**src/rtl/ipsmacge_rgmiirx.sv**
```systemverilog
// ipsmacge_rgmiirx -- RGMII receive framer.
//
// Turns re-timed RGMII receive symbols into a byte stream with start/end
// markers, frame length and a bad-frame flag. Handles 1000 Mb/s (one byte
// per clock) and 10/100 Mb/s (one nibble per clock, low nibble first).
//
// Ports
//   rxclk            receive clock (only clock)
//   rxrst_           asynchronous active-low reset
//   speed1g          1 = byte per clock, 0 = nibble per clock
//   idat_h[4:0]      {ctl, rxd[3:0]} from the rising edge
//   idat_l[4:0]      {ctl, rxd[7:4]} from the falling edge
//   odat[7:0]        frame byte, holds when ovld=0
//   ovld             odat valid (single-cycle pulse)
//   osof / oeof      first / last byte of frame, qualified by ovld
//   oerr             frame bad, valid with oeof
//   olen[13:0]       frame byte count, valid with oeof
//   olink/ospeed/oduplex  in-band link status
//
// Build option
//   IPSMACGE_RGMIIRX_INBAND_EN  when defined, olink/ospeed/oduplex follow
//   the in-band status carried during idle; otherwise they are tied to
//   link up, 1000 Mb/s, full duplex.
//
// State | meaning
// ------+---------------------------------------------------------------
// IDLE  | no frame; waiting for dv with a preamble symbol
// PRE   | counting preamble symbols, waiting for SFD
// DATA  | assembling bytes, one byte held back to find the last one
// DROP  | malformed start; swallow symbols until dv falls

module ipsmacge_rgmiirx #(
  parameter int MINPRE = 1,
  parameter int MAXLEN = 1522
) (
  input  logic        rxclk,
  input  logic        rxrst_,
  input  logic        speed1g,
  input  logic [4:0]  idat_h,
  input  logic [4:0]  idat_l,
  output logic [7:0]  odat,
  output logic        ovld,
  output logic        osof,
  output logic        oeof,
  output logic        oerr,
  output logic [13:0] olen,
  output logic        olink,
  output logic [1:0]  ospeed,
  output logic        oduplex
);

  typedef enum logic [1:0] {IDLE, PRE, DATA, DROP} state_t;

  // Nibble mode needs two preamble nibbles per preamble byte.
  localparam logic [7:0]  PRE_1G  = 8'(MINPRE);
  localparam logic [7:0]  PRE_NB  = 8'(2 * MINPRE);
  localparam logic [13:0] MAX_L   = 14'(MAXLEN);
  localparam logic [13:0] LEN_SAT = 14'h3fff;

  // Input stage: one register so decode works on stable, aligned symbols.
  logic [4:0] dh_q, dl_q;
  logic       spd_q;

  state_t      state_q, state_d;
  logic        lat_q, lat_d;
  logic [7:0]  pre_q, pre_d;
  logic [3:0]  lo_q, lo_d;
  logic        ph_q, ph_d;
  logic [7:0]  hold_q, hold_d;
  logic        hv_q, hv_d;
  logic        first_q, first_d;
  logic        err_q, err_d;
  logic [13:0] cnt_q, cnt_d;

  logic [7:0]  odat_d;
  logic        ovld_d, osof_d, oeof_d, oerr_d;
  logic [13:0] olen_d;

  logic        dv, er, mode_1g, is_pre, is_sfd, pre_ok;
  logic [7:0]  byte_1g, byte_new;
  logic [3:0]  nib;
  logic        byte_done, emit, last, odd;
  logic [13:0] cnt_inc;

  assign dv      = dh_q[4];
  assign er      = dh_q[4] ^ dl_q[4];
  assign byte_1g = {dl_q[3:0], dh_q[3:0]};
  assign nib     = dh_q[3:0];
  // Speed is taken live only while idle, then frozen for the frame.
  assign mode_1g = (state_q == IDLE) ? spd_q : lat_q;
  assign is_pre  = mode_1g ? (byte_1g == 8'h55) : (nib == 4'h5);
  assign is_sfd  = mode_1g ? (byte_1g == 8'hd5) : (nib == 4'hd);
  assign pre_ok  = mode_1g ? (pre_q >= PRE_1G) : (pre_q >= PRE_NB);
  assign cnt_inc = (cnt_q == LEN_SAT) ? cnt_q : cnt_q + 14'd1;

  always_ff @(posedge rxclk or negedge rxrst_) begin
    if (!rxrst_) begin
      dh_q    <= '0;
      dl_q    <= '0;
      spd_q   <= 1'b0;
      state_q <= IDLE;
      lat_q   <= 1'b0;
      pre_q   <= '0;
      lo_q    <= '0;
      ph_q    <= 1'b0;
      hold_q  <= '0;
      hv_q    <= 1'b0;
      first_q <= 1'b0;
      err_q   <= 1'b0;
      cnt_q   <= '0;
      odat    <= '0;
      ovld    <= 1'b0;
      osof    <= 1'b0;
      oeof    <= 1'b0;
      oerr    <= 1'b0;
      olen    <= '0;
    end else begin
      dh_q    <= idat_h;
      dl_q    <= idat_l;
      spd_q   <= speed1g;
      state_q <= state_d;
      lat_q   <= lat_d;
      pre_q   <= pre_d;
      lo_q    <= lo_d;
      ph_q    <= ph_d;
      hold_q  <= hold_d;
      hv_q    <= hv_d;
      first_q <= first_d;
      err_q   <= err_d;
      cnt_q   <= cnt_d;
      odat    <= odat_d;
      ovld    <= ovld_d;
      osof    <= osof_d;
      oeof    <= oeof_d;
      oerr    <= oerr_d;
      olen    <= olen_d;
    end
  end

  always_comb begin
    state_d   = state_q;
    lat_d     = lat_q;
    pre_d     = pre_q;
    lo_d      = lo_q;
    ph_d      = ph_q;
    hold_d    = hold_q;
    hv_d      = hv_q;
    first_d   = first_q;
    err_d     = err_q;
    cnt_d     = cnt_q;
    odat_d    = odat;
    ovld_d    = 1'b0;
    osof_d    = 1'b0;
    oeof_d    = 1'b0;
    oerr_d    = 1'b0;
    olen_d    = olen;
    byte_done = 1'b0;
    byte_new  = byte_1g;
    emit      = 1'b0;
    last      = 1'b0;
    odd       = 1'b0;

    case (state_q)
      IDLE: begin
        lat_d = spd_q;
        pre_d = '0;
        // dv=0 with er=1 (false carrier / extension) falls through here.
        if (dv) begin
          if (is_pre) begin
            state_d = PRE;
            pre_d   = 8'd1;
          end else begin
            state_d = DROP;
          end
        end
      end
      PRE: begin
        if (!dv) begin
          state_d = IDLE;
        end else if (is_sfd) begin
          if (pre_ok) begin
            state_d = DATA;
            ph_d    = 1'b0;
            hv_d    = 1'b0;
            first_d = 1'b1;
            err_d   = 1'b0;
            cnt_d   = '0;
          end else begin
            state_d = DROP;
          end
        end else if (is_pre) begin
          pre_d = (pre_q == 8'hff) ? pre_q : pre_q + 8'd1;
        end else begin
          state_d = DROP;
        end
      end
      DATA: begin
        if (dv) begin
          err_d = err_q | er;
          if (mode_1g) begin
            byte_done = 1'b1;
          end else if (!ph_q) begin
            lo_d = nib;
            ph_d = 1'b1;
          end else begin
            byte_done = 1'b1;
            byte_new  = {nib, lo_q};
            ph_d      = 1'b0;
          end
          if (byte_done) begin
            emit   = hv_q;
            hold_d = byte_new;
            hv_d   = 1'b1;
          end
        end else begin
          // Frame end: flush the held byte as the last one, if any.
          state_d = IDLE;
          emit    = hv_q;
          last    = 1'b1;
          odd     = !mode_1g && ph_q;
          hv_d    = 1'b0;
        end
      end
      DROP: begin
        if (!dv) state_d = IDLE;
      end
      default: state_d = IDLE;
    endcase

    if (emit) begin
      cnt_d   = cnt_inc;
      odat_d  = hold_q;
      ovld_d  = 1'b1;
      osof_d  = first_q;
      first_d = 1'b0;
      if (last) begin
        oeof_d = 1'b1;
        olen_d = cnt_inc;
        oerr_d = err_q | odd | (cnt_inc > MAX_L);
      end
    end
  end

`ifdef IPSMACGE_RGMIIRX_INBAND_EN
  // Status nibble must be identical on both edges and repeat on two
  // consecutive idle cycles before it is trusted.
  logic [3:0] ib_prev_q;
  logic       ib_ok_q;
  logic       ib_cond;

  assign ib_cond = !dv && !er && (dh_q[3:0] == dl_q[3:0]);

  always_ff @(posedge rxclk or negedge rxrst_) begin
    if (!rxrst_) begin
      ib_prev_q <= '0;
      ib_ok_q   <= 1'b0;
      olink     <= 1'b0;
      ospeed    <= '0;
      oduplex   <= 1'b0;
    end else begin
      ib_prev_q <= dh_q[3:0];
      ib_ok_q   <= ib_cond;
      if (ib_cond && ib_ok_q && (ib_prev_q == dh_q[3:0])) begin
        oduplex <= dh_q[3];
        ospeed  <= dh_q[2:1];
        olink   <= dh_q[0];
      end
    end
  end
`else
  assign olink   = 1'b1;
  assign ospeed  = 2'b10;
  assign oduplex = 1'b1;
`endif

endmodule

```
**config.mk**
```make
export PLATFORM = sky130hd
export DESIGN_NAME = ipsmacge_rgmiirx
export DESIGN_NICKNAME = d
export VERILOG_FILES = /design/src/rtl/ipsmacge_rgmiirx.sv
export SDC_FILE = /design/constraint.sdc
export NUM_CORES = 1
export LEC_CHECK = 0
export BUFFER_PORTS_ARGS = -buffer_cell sky130_fd_sc_hd__buf_2
export CORE_MARGIN = 4
export CORE_UTILIZATION = 50
export CTS_CLUSTER_SIZE = 30
export DETAILED_ROUTE_END_ITERATION = 6
export MAX_ROUTING_LAYER = met4
export PLACE_DENSITY_LB_ADDON = 0.08
export SETUP_SLACK_MARGIN = 0.2
export SYNTH_ARGS = -nofsm -noshare
export SYNTH_HDL_FRONTEND = slang
export SYNTH_SLANG_ARGS = --single-unit
```
**constraint.sdc**
```tcl
create_clock -name rxclk -period 3.2 [get_ports rxclk]
set_clock_uncertainty 0.1 [all_clocks]
set_input_delay 0.32 -clock rxclk [delete_from_list [all_inputs] [get_ports rxclk]]
set_output_delay 0.32 -clock rxclk [all_outputs]
set_load 0.02 [all_outputs]
```
Word level (Yosys, flattened, before mapping)
Cells that the tools add are included.

storage, ports and cells
  bits in registers = 78
  bits of input ports = 13
  output and inout bits = 30
  logic and storage cells = 131

cells by class
  $add $sub $neg = 2
  $lt $le $gt $ge = 3
  equal/unequal tests = 21
  mux-type cells = 61
  bitwise logic cells = 6
  reduce and logical (&&, ||, !) cells = 19

operators by type and width
  cell                   number
  $mux 14                6
  $mux 8                 6
  $mux 1                 38
  $ne 2x2->1 const B     10
  $eq 8x8->1 const B     2
  $pmux 8 s2             1
  $reduce_and 5->1       3
  $add 14x1->14 const B  1
  $eq 14x14->1 const B   1
  $gt 14x11->1 const B   1
  $mux 2                 6
  $reduce_bool 2->1      6
  $add 8x1->8 const B    1
  $eq 8x7->1 const B     1
  $ge 8x1->1 const B     1
  $ge 8x2->1 const B     1
  $reduce_and 4->1       2
  $pmux 1 s2             3
  $pmux 2 s3             1
  $reduce_and 3->1       2
  $reduce_and 6->1       1
  $eq 2x2->1 const B     2
  $eq 4x3->1 const B     1
  $eq 4x4->1 const B     1
  11 further kinds       14

Depth between registers and ports, before layout
  depth after elaboration = 10
  gate-level depth with buffers = 11
  depth with buffers taken out = 8

Worst setup path after synthesis
No wires, ideal clock.

  kind = register -> register
  from = register cnt_q[1]
  to = register oerr
  setup time = 0.088 ns
  data arrival time = 2.132 ns
  data required time = 3.012 ns
  setup slack = 0.880 ns
  stages on the path, launching flop included = 10
  buffers on the path = 2
  clock period less this slack = 2.320 ns
  cells stage by stage = dfrtp_1 ha_1 buf_4 nand4_2 nor4_1 buf_2 a31oi_1 o221a_2 o32a_1 a41oi_1

on the way
  longest elaborated chain between the ends = 6
  elaborated cells between the ends (all ways) = 7
  those cells by class = add/sub (1); order compare (1); eq/ne (1); mux (3); bitwise (1)

ends and longest elaborated chain
  element                                               RTL line  source
  start: declaration                                    73        logic [13:0] cnt_q, cnt_d;
  start signal: assignment                              130       cnt_q <= cnt_d;
  $add 14x1->14 / $eq 14x14->1 (equally long branches)  94        assign cnt_inc = (cnt_q == LEN_SAT) ? cnt_q : cnt_q + 14'd1;
  $mux 14 (*)                                           94
  $gt 14x11->1 (*)                                      239       oerr_d = err_q | odd | (cnt_inc > MAX_L);
  $or 1x1->1 (*)                                        239
  $mux 1 (*)                                            236       if (last) begin
  $mux 1 (*)                                            230       if (emit) begin
  via oerr_d                                            76        logic ovld_d, osof_d, oeof_d, oerr_d;
  end signal: assignment                                135       oerr <= oerr_d;
  end: declaration                                      45        output logic oerr,

The timed path passes the listed nets; every way through them passes the cells marked *.
A chain may end at the register's enable or synchronous reset.

Final worst setup path
  from = register cnt_q[0]
  to = register oerr

Same word-level chain as after synthesis.

==> out/qor.csv <==
metric;value;unit
initial DRC count;88;
RePlAce Congestion;0.884;
io pins;43;
largest net degree at the start of global routing;79;
maximum clock frequency;364;MHz
routed vias;2884;
Max clock buf depth;2;
clock-pin slew on the worst setup and hold paths;0.09;ns
Yosys top cell by area;dfrtp_1;
share of the synthesized area in the top cell type;52.1;%
drt first pass iters;4;
crit end category;register;
global-route wire length before repair;13400;µm
mean post-synth cell area;9.71;µm²
Worst-Skew Late Latency;0.35;ns
Die Y-Extent;94.6;µm
DIE WIDTH;94.6;µm
final hold vios;0;
leading cell type in the layout, fill and taps excluded;dfrtp_1;
Yosys reg bits;78;
# setup viols final;0;
synth top area cells;dfrtp_1 52%, nand2_1 6.9%, o21ai_0 5.1%, nor2_1 2.7%, a21oi_1 2.0%;
ANT nets after route;0;
Worst Path Max Fanout;10;
Filler cells;631;
total wire length;7530;µm
Initial Utilization;51.7;%
Slew Limit Headroom;36.8;%
post-layout net count;443;
Area Growth Syn to Fin;13.7;%
Crit Path Class;reg -> reg;
worst slew pin tran;0.949;ns
CTS tree;done;
Slew Viols, Final;0;
Mapped Cells;386;
Tmin final;2.75;ns
PD cells;630;nW/µm²
Yosys warnings;0;
proportion of layout cells with a drive suffix above 1;17.5;%
Finished Core Util;58.8;%
post-synthesis sequential area ratio;52.1;%
Syn Std Cell Area;3750;µm²
root buffer cell;clkbuf_8;
Power Total;0.00268;W
hpwl dp;5100;µm
DR vias/cell;5.46;
vias in the first global route;2795;
Max Cap Viol;0;
Avg WL per Cell;14.3;µm
unrepaired setup endpoints after global routing;false;
Synth cell types;61;
Leakage Power;1.98;nW
Peak VDD IR;0.298;mV
startpoint class of the critical path;register;
core footprint;7250;µm²
Worst Path Arrival;2.91;ns
hold slack;0.0133;ns
commonest non-fill, non-tap cells in the layout;78 x dfrtp_1, 69 x nand2_1, 38 x o21ai_0;
fin crit share;85.9;%
CTS buffer count;9;
Fin Setup TNS;0;ns
worst setup margin;0.450;ns
Port Buffer Count;38;
antenna violations before repair;0;
CTS sink count;78;
dominant synthesized flop cell;dfrtp_1;
EDFF count, synth;0;
Min-Delay Path Class;in -> async;
GRT overflow;0;
Antenna Cells;0;
die footprint;8950;µm²
Async SR Flop Fraction;100;%
DRC;0;
status;complete, no violations;
data required time of the worst path;3.36;ns
H-tree levels;3;
num rows;31;
dpl ws;0.504;ns
Total GRT Usage;19.5;%
## path summary, 6_finish.rpt
kind	start	endpoint	slack [ns]	cells after the start
max in group asynchronous	rxrst_	lat_q$_DFF_PN0_	2.36	1
hold reg to reg	olen[9]$_DFFE_PN0P_	olen[9]$_DFFE_PN0P_	0.37	2
setup reg to reg	cnt_q[0]$_DFFE_PN0P_	oerr$_DFF_PN0_	0.45	8
hold / removal	rxrst_	oeof$_DFF_PN0_	0.01	1
min in group rxclk	olen[9]$_DFFE_PN0P_	olen[9]$_DFFE_PN0P_	0.37	2
setup / recovery	cnt_q[0]$_DFFE_PN0P_	oerr$_DFF_PN0_	0.45	8
## Yosys cell counts, drive strengths merged (3+ instances only)
cell type	n
nand3b	7
o22ai	6
buf	14
a31oi	3
a211o	4
nand4	5
nand3	12
o21a	3
nor2	27
nor4	4
inv	8
and3	3
o21ai	40
ha	5
mux2	5
mux2i	5
xor2	5
or3	3
a21o	4
or2	3
a22o	3
or4	3
nand2	69
a211oi	3
a311oi	3
clkbuf	13
dfrtp	78
a21oi	15
## worst max-delay path: stages (launching register included)
cell and delay [ns]:
dfrtp_1 0.50, ha_1 0.37, nand4_2 0.28, nor4_1 0.43, buf_4 0.24, a31oi_1 0.06
o221a_2 0.15, o32a_1 0.35, a41oi_1 0.20
## kinds of logic (layout without fill, tap and decap cells)
family          Yosys count  in the layout  share of synthesized area, %
buf+inv                  35             76                          4.51
compound gates           98             98                          17.4
simple gates            151            151                          19.7
fa+ha+maj                 5              5                          1.67
mux                      10             10                          2.84
xor+xnor                  7              7                          1.64
flops                    78             78                          52.1
other cells               2              4                         0.200
## through the flow
stage          cell area [µm²]  instances
2_1_floorplan             3760        388
3_3_place_gp              3960        502
3_5_place_dp              3960        502
4_1_cts                   4260        528
5_1_grt                   4260        528
6_report                  4260        528
## registers in the layout, indices dropped and copies added, names as in the netlist, 2 cells and up
signal   flops
hold_q       8
lo_q         4
odat         8
cnt_q       14
olen        14
dh_q         5
state_q      2
dl_q         5
pre_q        8
## routing by layer
metal	GRT usage (%)	vias up	wire length, µm
li1	-	1438	-
met1	25.2	1372	3460
met2	30.4	65	3640
met3	3.35	9	330
met4	8.41	0	99
met5	-	-	0
## power by group
part,switching [W],internal [W]
combinational,0.000372,0.000263
clock,0.000360,0.000359
sequential,0.000153,0.00118
## final cells by class
class | count | area (µm²) | area share, %
multi-input cells | 275 | 1640 | 38.4
clock inverters | 5 | 60.1 | 1.41
clock buffers | 10 | 128 | 2.99
inverters | 8 | 30.0 | 0.705
repair buffers | 53 | 333 | 7.81
well taps | 99 | 124 | 2.91
flip-flops and latches | 78 | 1950 | 45.8
## timing repair
item                      in CTS  in global routing
hold endpoints to repair      11                  0
setup buffers                  0                  0
hold buffers                  11                  0
resized for setup              0                  0
Note: power is estimated with default switching activity, not from simulation.
